File: src/rtl/pia_config_loader_pkg.sv
// rtl/pia_config_loader_pkg.sv - shared state encodings and widths for the PIA configuration loader
// Purpose: FSM state type, checksum width and default per-LAB routing width,
// shared by the loader top level and the lab_router that consumes its bus.
package pia_config_loader_pkg;

  typedef enum logic [1:0] {
    IDLE   = 2'd0,
    SHIFT  = 2'd1,
    CHECK  = 2'd2,
    COMMIT = 2'd3
  } state_t;

  localparam int CHECKSUM_WIDTH            = 8;
  localparam int DEFAULT_ROUTING_BIT_COUNT = 144;

endpackage

File: src/rtl/config_checksum.sv
// rtl/config_checksum.sv - serial bytewise XOR checksum accumulator
// Purpose: folds each accepted serial bit into acc[position]; after a payload
// and its checksum byte have been folded in, acc is zero for an intact frame.
// Ports:
//   clock, reset       - clock and synchronous active-high reset
//   clear              - zero the accumulator (wins over bit_valid)
//   bit_in, bit_valid  - serial bit and its qualifier
//   position[2:0]      - accumulator bit the incoming bit is XORed into
//   acc[7:0]           - running accumulator
module config_checksum
  import pia_config_loader_pkg::*;
(
  input  logic                      clock,
  input  logic                      reset,
  input  logic                      clear,
  input  logic                      bit_in,
  input  logic                      bit_valid,
  input  logic [2:0]                position,
  output logic [CHECKSUM_WIDTH-1:0] acc
);

  always_ff @(posedge clock) begin
    if (reset || clear) begin
      acc <= '0;
    end else if (bit_valid) begin
      acc[position] <= acc[position] ^ bit_in;
    end
  end

endmodule

File: src/rtl/pia_config_loader.sv
// rtl/pia_config_loader.sv - framed, checksummed serial loader for the PIA-to-LAB routing bus
// Purpose: shifts N payload bits (LSB first) into a shadow register followed
// by an 8-bit bytewise-XOR checksum; an intact frame is committed to the active
// configuration bus, a corrupt or aborted one leaves it untouched.
// Ports:
//   clock, reset             - clock and synchronous active-high reset
//   frame_start              - pulse that starts (or restarts) a frame
//   bit_in, bit_valid        - serial data and qualifier, consumed in SHIFT
//   configuration            - active routing bus, LAB k owns [k*bits +: bits]
//   busy                     - frame in progress (SHIFT, CHECK or COMMIT)
//   commit_pulse             - high for the single cycle the bus is updated
//   loaded                   - a frame has committed since reset
//   checksum_error           - sticky failed-frame flag, cleared by frame_start
module pia_config_loader
  import pia_config_loader_pkg::*;
#(
  parameter int num_labs                     = 2,
  parameter int pia_to_lab_routing_bit_count = DEFAULT_ROUTING_BIT_COUNT
) (
  input  logic                                             clock,
  input  logic                                             reset,
  input  logic                                             frame_start,
  input  logic                                             bit_in,
  input  logic                                             bit_valid,
  output logic [num_labs*pia_to_lab_routing_bit_count-1:0] configuration,
  output logic                                             busy,
  output logic                                             commit_pulse,
  output logic                                             loaded,
  output logic                                             checksum_error
);

  localparam int N  = num_labs * pia_to_lab_routing_bit_count;
  localparam int CW = $clog2(N + CHECKSUM_WIDTH);

  state_t                      state, next_state;
  logic [CW-1:0]               counter;
  logic [N-1:0]                shadow;
  logic [CHECKSUM_WIDTH-1:0]   acc;

  // frame_start only acts in IDLE/SHIFT; in CHECK/COMMIT the frame runs out.
  logic start, accept, in_payload, last_bit, checksum_ok;
  assign start       = frame_start && (state == IDLE || state == SHIFT);
  assign accept      = (state == SHIFT) && bit_valid && !frame_start;
  assign in_payload  = counter < CW'(N);
  assign last_bit    = counter == CW'(N + CHECKSUM_WIDTH - 1);
  assign checksum_ok = (acc == '0);

  // N is a multiple of 8, so counter mod 8 equals both the payload byte lane
  // and (counter - N) for the checksum byte.
  config_checksum u_checksum (
    .clock    (clock),
    .reset    (reset),
    .clear    (start),
    .bit_in   (bit_in),
    .bit_valid(accept),
    .position (counter[2:0]),
    .acc      (acc)
  );

  always_comb begin
    next_state = state;
    unique case (state)
      IDLE:    if (start) next_state = SHIFT;
      SHIFT: begin
        if (start) next_state = SHIFT;
        else if (accept && last_bit) next_state = CHECK;
      end
      CHECK:   next_state = checksum_ok ? COMMIT : IDLE;
      COMMIT:  next_state = IDLE;
      default: next_state = IDLE;
    endcase
  end

  always_ff @(posedge clock) begin
    if (reset) begin
      state          <= IDLE;
      counter        <= '0;
      configuration  <= '0;
      commit_pulse   <= 1'b0;
      loaded         <= 1'b0;
      checksum_error <= 1'b0;
    end else begin
      state <= next_state;
      if (start) begin
        counter        <= '0;
        checksum_error <= 1'b0;
      end else if (accept) begin
        counter <= counter + 1'b1;
      end
      if (state == CHECK && !checksum_ok) checksum_error <= 1'b1;
      // Commit outputs are registered on entry to COMMIT so they are valid
      // for exactly the COMMIT cycle.
      commit_pulse <= (state == CHECK) && checksum_ok;
      if (state == CHECK && checksum_ok) begin
        configuration <= shadow;
        loaded        <= 1'b1;
      end
    end
  end

  // Shadow is deliberately not reset: only a checked frame reaches the bus.
  always_ff @(posedge clock) begin
    if (accept && in_payload) shadow[counter] <= bit_in;
  end

  assign busy = (state != IDLE);

endmodule
File: config.mk
export PLATFORM = sky130hd
export DESIGN_NAME = pia_config_loader
export DESIGN_NICKNAME = d
export VERILOG_FILES = /design/src/rtl/pia_config_loader_pkg.sv /design/src/rtl/config_checksum.sv /design/src/rtl/pia_config_loader.sv
export SDC_FILE = /design/constraint.sdc
export NUM_CORES = 1
export LEC_CHECK = 0
export CAP_MARGIN = 15
export CELL_PAD_IN_SITES_DETAIL_PLACEMENT = 2
export CELL_PAD_IN_SITES_GLOBAL_PLACEMENT = 2
export CORE_UTILIZATION = 37
export DETAILED_ROUTE_END_ITERATION = 10
export PLACE_DENSITY = 0.84
export SYNTH_ARGS = -nofsm -noshare
export SYNTH_HDL_FRONTEND = slang
export SYNTH_SLANG_ARGS = --single-unit
File: constraint.sdc
create_clock -name clock -period 4.6 [get_ports clock]
set_input_delay 0.92 -clock clock [delete_from_list [all_inputs] [get_ports clock]]
set_output_delay 0.92 -clock clock [all_outputs]
set_load 0.01 [all_outputs]
==> impl_table.tex <==
\begin{tabular}{lr}
\hline
Metric & Value \\
\hline
\multicolumn{2}{l}{\textbf{Yosys}} \\
YS warnings & 0 \\
Cell area after synthesis & 21200 um2 \\
Xor-xnor portion of the synthesized cell area & 0.206\% \\
Synth Area in Adders & 0.236\% \\
Fraction of synthesized cell area taken by the top area cell type & 40.7\% \\
Count of state elements after synthesis & 598 \\
Post-synthesis instance total & 2060 \\
Most used standard cell by instance count after synthesis & nand2\_1 \\
Avg Synthesized Cell Area & 10.3 um2 \\
Leading post-synthesis cells by instance count & nand2\_1, dfxtp\_1, nor2\_1 \\
Share of synthesized flip-flops with an asynchronous set or reset & 0\% \\
Dominant synthesized flop cell & dfxtp\_1 \\
Fraction of the mapped netlist area in simple logic gates & 18.5\% \\
Multiplexer share of the synthesized area & 0.495\% \\
Post-synthesis cell type with the largest combined area & edfxtp\_1 \\
Main combinational cell family by area after synthesis & simple AND/OR/NAND/NOR gates \\
Fraction of the yosys area taken by sequential cells & 70.0\% \\
Number of enable flip-flop cells after synthesis & 288 \\
Fraction of the mapped netlist area in compound gates & 7.48\% \\
Number of distinct library cell variants in the gate-level netlist after synthesis & 45 \\
Synth area leaders & edfxtp\_1, dfxtp\_1, nand2\_1, a21oi\_1, nor2\_1 \\
Nets in the synthesized netlist & 2069 \\
\multicolumn{2}{l}{\textbf{Status}} \\
Run status & finished, final reports clean \\
\multicolumn{2}{l}{\textbf{Clock tree}} \\
Clock root buffer & clkbuf\_16 \\
Htree depth & 2 \\
TritonCTS clock tree & done \\
Post-CTS repair timing setup buffer count & 0 \\
Reg clk slew, reported paths & 0.07 ns \\
Clk Latency, worst-skew pair & 0.64 ns \\
Maximum buffer depth of the clock tree & 3 \\
Clock sink count & 598 \\
Count of instances resized after the clock tree is built & 0 \\
Post-cts hold buffer count & 0 \\
Total CTS buffers & 61 \\
\multicolumn{2}{l}{\textbf{Routing}} \\
Post-detailed-route via-to-cell ratio & 5.30 \\
Detailed-route wire length per cell & 24.9 um \\
Initial DRC count & 1181 \\
Total via count after detailed routing & 16431 \\
Number of optimization iterations in the first detailed-route pass & 7 \\
Aggregate routed wire length & 77.3 mm \\
Number of remaining DRC errors & 0 \\
Count of nets left with antenna violations after detail routing & 0 \\
\multicolumn{2}{l}{\textbf{Setup path}} \\
Cell type group with the largest total delay on the critical path & simple AND/OR/NAND/NOR gates \\
Sort of element at the end of the critical path & flop \\
Crit-path cells & nor4\_1 -> and4b\_4 -> buf\_4 -> nand2\_1 -> a21oi\_1 \\
Data required time at the worst endpoint & 5.14 ns \\
Startpoint Class & flop \\
Number of buffers and inverters on the critical path & 1 \\
Largest stage delay on the critical path & 1.04 ns \\
Category of the most critical setup path & reg2reg \\
Cell with the biggest individual delay on the critical path & and4b\_4 \\
Largest fanout on the critical path & 63 \\
Worst Path Arrival & 3.55 ns \\
\multicolumn{2}{l}{\textbf{Timing}} \\
Count of endpoints failing setup in the final report & 0 \\
Number of endpoints with negative hold slack in the final report & 0 \\
Post-layout min period & 3.01 ns \\
Smallest hold slack & 0.456 ns \\
Setup repair after global routing missed its margin & false \\
Period utilisation layout & 65.5\% \\
Actual transition at the worst max-transition pin & 1.27 ns \\
Setup TNS & 0 ns \\
Upper clock frequency limit & 332 MHz \\
Final Max Tran Viols & 0 \\
Final setup skew & 0.0210 ns \\
Worst max-slew margin expressed relative to the limit & 15.6\% \\
\multicolumn{2}{l}{\textbf{Final layout}} \\
Number of nets in the finished design & 2302 \\
Area growth from synthesis to layout & 25.8\% \\
Fillers & 5682 \\
Diodes inserted & 0 \\
Fraction of layout cells with a size suffix above 1 & 5.63\% \\
Final std cell area, no fill & 26700 um2 \\
\multicolumn{2}{l}{\textbf{Floorplanning}} \\
Overall die area & 58300 um2 \\
Die extent in x & 242 um \\
Num ports & 297 \\
Vertical die dimension & 242 um \\
Initial core utilization & 37.6\% \\
Area of the core & 56500 um2 \\
Standard-cell row count & 87 \\
\multicolumn{2}{l}{\textbf{Global routing}} \\
Met2 usage in global routing & 47.8\% \\
Via count of the first global-routing pass & 18339 \\
First-pass GRT wire length & 117 mm \\
M3 GR Usage & 3.41\% \\
GRT Overall Usage & 26.4\% \\
Met1 GRT Util & 32.1\% \\
Initial antenna violation count & 0 \\
Pin count of the biggest net entering global routing & 167 \\
GR Overflow Total & 0 \\
Most used routing layer in global routing & met2 \\
\multicolumn{2}{l}{\textbf{Place}} \\
RD Place Congestion & 0.760 \\
Total of buffers placed on input and output ports & 296 \\
Placed Area & 24700 um2 \\
DP Wirelength & 46.6 mm \\
\multicolumn{2}{l}{\textbf{Pwr}} \\
Pwr Density & 418 nW/um2 \\
Maximum VDD drop & 303 uV \\
Reported leakage power & 8.27 nW \\
\multicolumn{2}{l}{\textbf{Worst hold path}} \\
Hold/Removal Path Class & reg2reg \\
\multicolumn{2}{l}{\textbf{Job}} \\
Max-capacitance violation count & 0 \\
\hline
\end{tabular}
final timing paths:
kind | start | cells past startpoint | slack (ns) | endpoint
min | configuration[90] | 2 | 0.46 | configuration[90]
max reg2reg | u_checksum.acc[7] | 5 | 1.59 | configuration[26]
min reg2reg | configuration[90] | 2 | 0.46 | configuration[90]
max | u_checksum.acc[7] | 5 | 1.59 | configuration[26]
sequential cells by signal, summed over array words and instances, names as in the netlist:
signal,count
state,2
u_checksum.acc,8
loaded,1
commit_pulse,1
counter,9
shadow,288
configuration,288
checksum_error,1
power breakdown:
group          total, mW  switching, mW  internal, mW
Clock               4.93           2.17          2.76
Combinational      0.512          0.325         0.187
Sequential          5.71         0.0626          5.65
worst min-delay path: cells and delay by family, from the launching register on:
family          cells  cell delay (ns)
flops               1             0.31
simple gates        1             0.05
compound gates      1             0.05
metal layers:
| metal | vias up | wire length [um] |
|---|---|---|
| met5 | - | 0 |
| met4 | 0 | 2410 |
| met1 | 8604 | 31600 |
| li1 | 7293 | - |
| met2 | 412 | 40300 |
| met3 | 122 | 2940 |
cell type report:
type | instances | area (um2) | share of cell area (%)
flip-flops and latches | 598 | 14900 | 55.6
multi-input cells | 1310 | 5720 | 21.4
repair buffers | 317 | 3200 | 12.0
clock buffers | 93 | 1770 | 6.62
well taps | 756 | 946 | 3.54
clock inverters | 23 | 193 | 0.722
inverters | 5 | 18.8 | 0.0703
metrics by stage:
stage | setup WS (ns) | cells | power [mW] | utilization, %
finish | 1.59 | 3102 | 11.2 | 47.3
detailed placement | 0.998 | 2986 | 6.33 | 43.8
global route | 1.40 | 3102 | 11.5 | 47.3
floorplan | 2.12 | 2060 | 6.03 | -
global placement | 1.20 | 2986 | 6.30 | 43.8
CTS | 1.58 | 3102 | 11.2 | 47.3
cell families after synthesis:
logic type,Yosys count
simple gates,982
fa+ha+maj,4
buf+inv,152
compound gates,313
mux,6
flops,598
xor+xnor,5
placed cells by master (no fill, tap or decap), types with 3 or more instances in the layout:
cell type / synthesis / routed
a211oi_1: 4 / 4
a21oi_1: 296 / 296
and2_1: 3 / 3
buf_12: 0 / 6
buf_4: 1 / 15
clkbuf_1: 100 / 20
clkbuf_16: 0 / 61
clkbuf_8: 0 / 12
clkdlybuf4s50_1: 0 / 294
clkinv_1: 1 / 8
clkinv_2: 0 / 7
dfxtp_1: 310 / 310
edfxtp_1: 288 / 288
ha_1: 4 / 4
inv_1: 4 / 4
inv_6: 0 / 3
mux2i_1: 3 / 3
nand2_1: 600 / 600
nand2_2: 11 / 11
nand2b_1: 3 / 3
nand3_1: 12 / 12
nand3b_1: 4 / 4
nand4_1: 4 / 4
nor2_1: 303 / 303
nor2b_1: 4 / 4
nor3_1: 10 / 10
nor3b_1: 5 / 5
nor4_1: 8 / 8
o21ai_0: 9 / 9
or3_1: 3 / 3
xnor2_1: 3 / 3
Power figures use the tool's default switching activity.
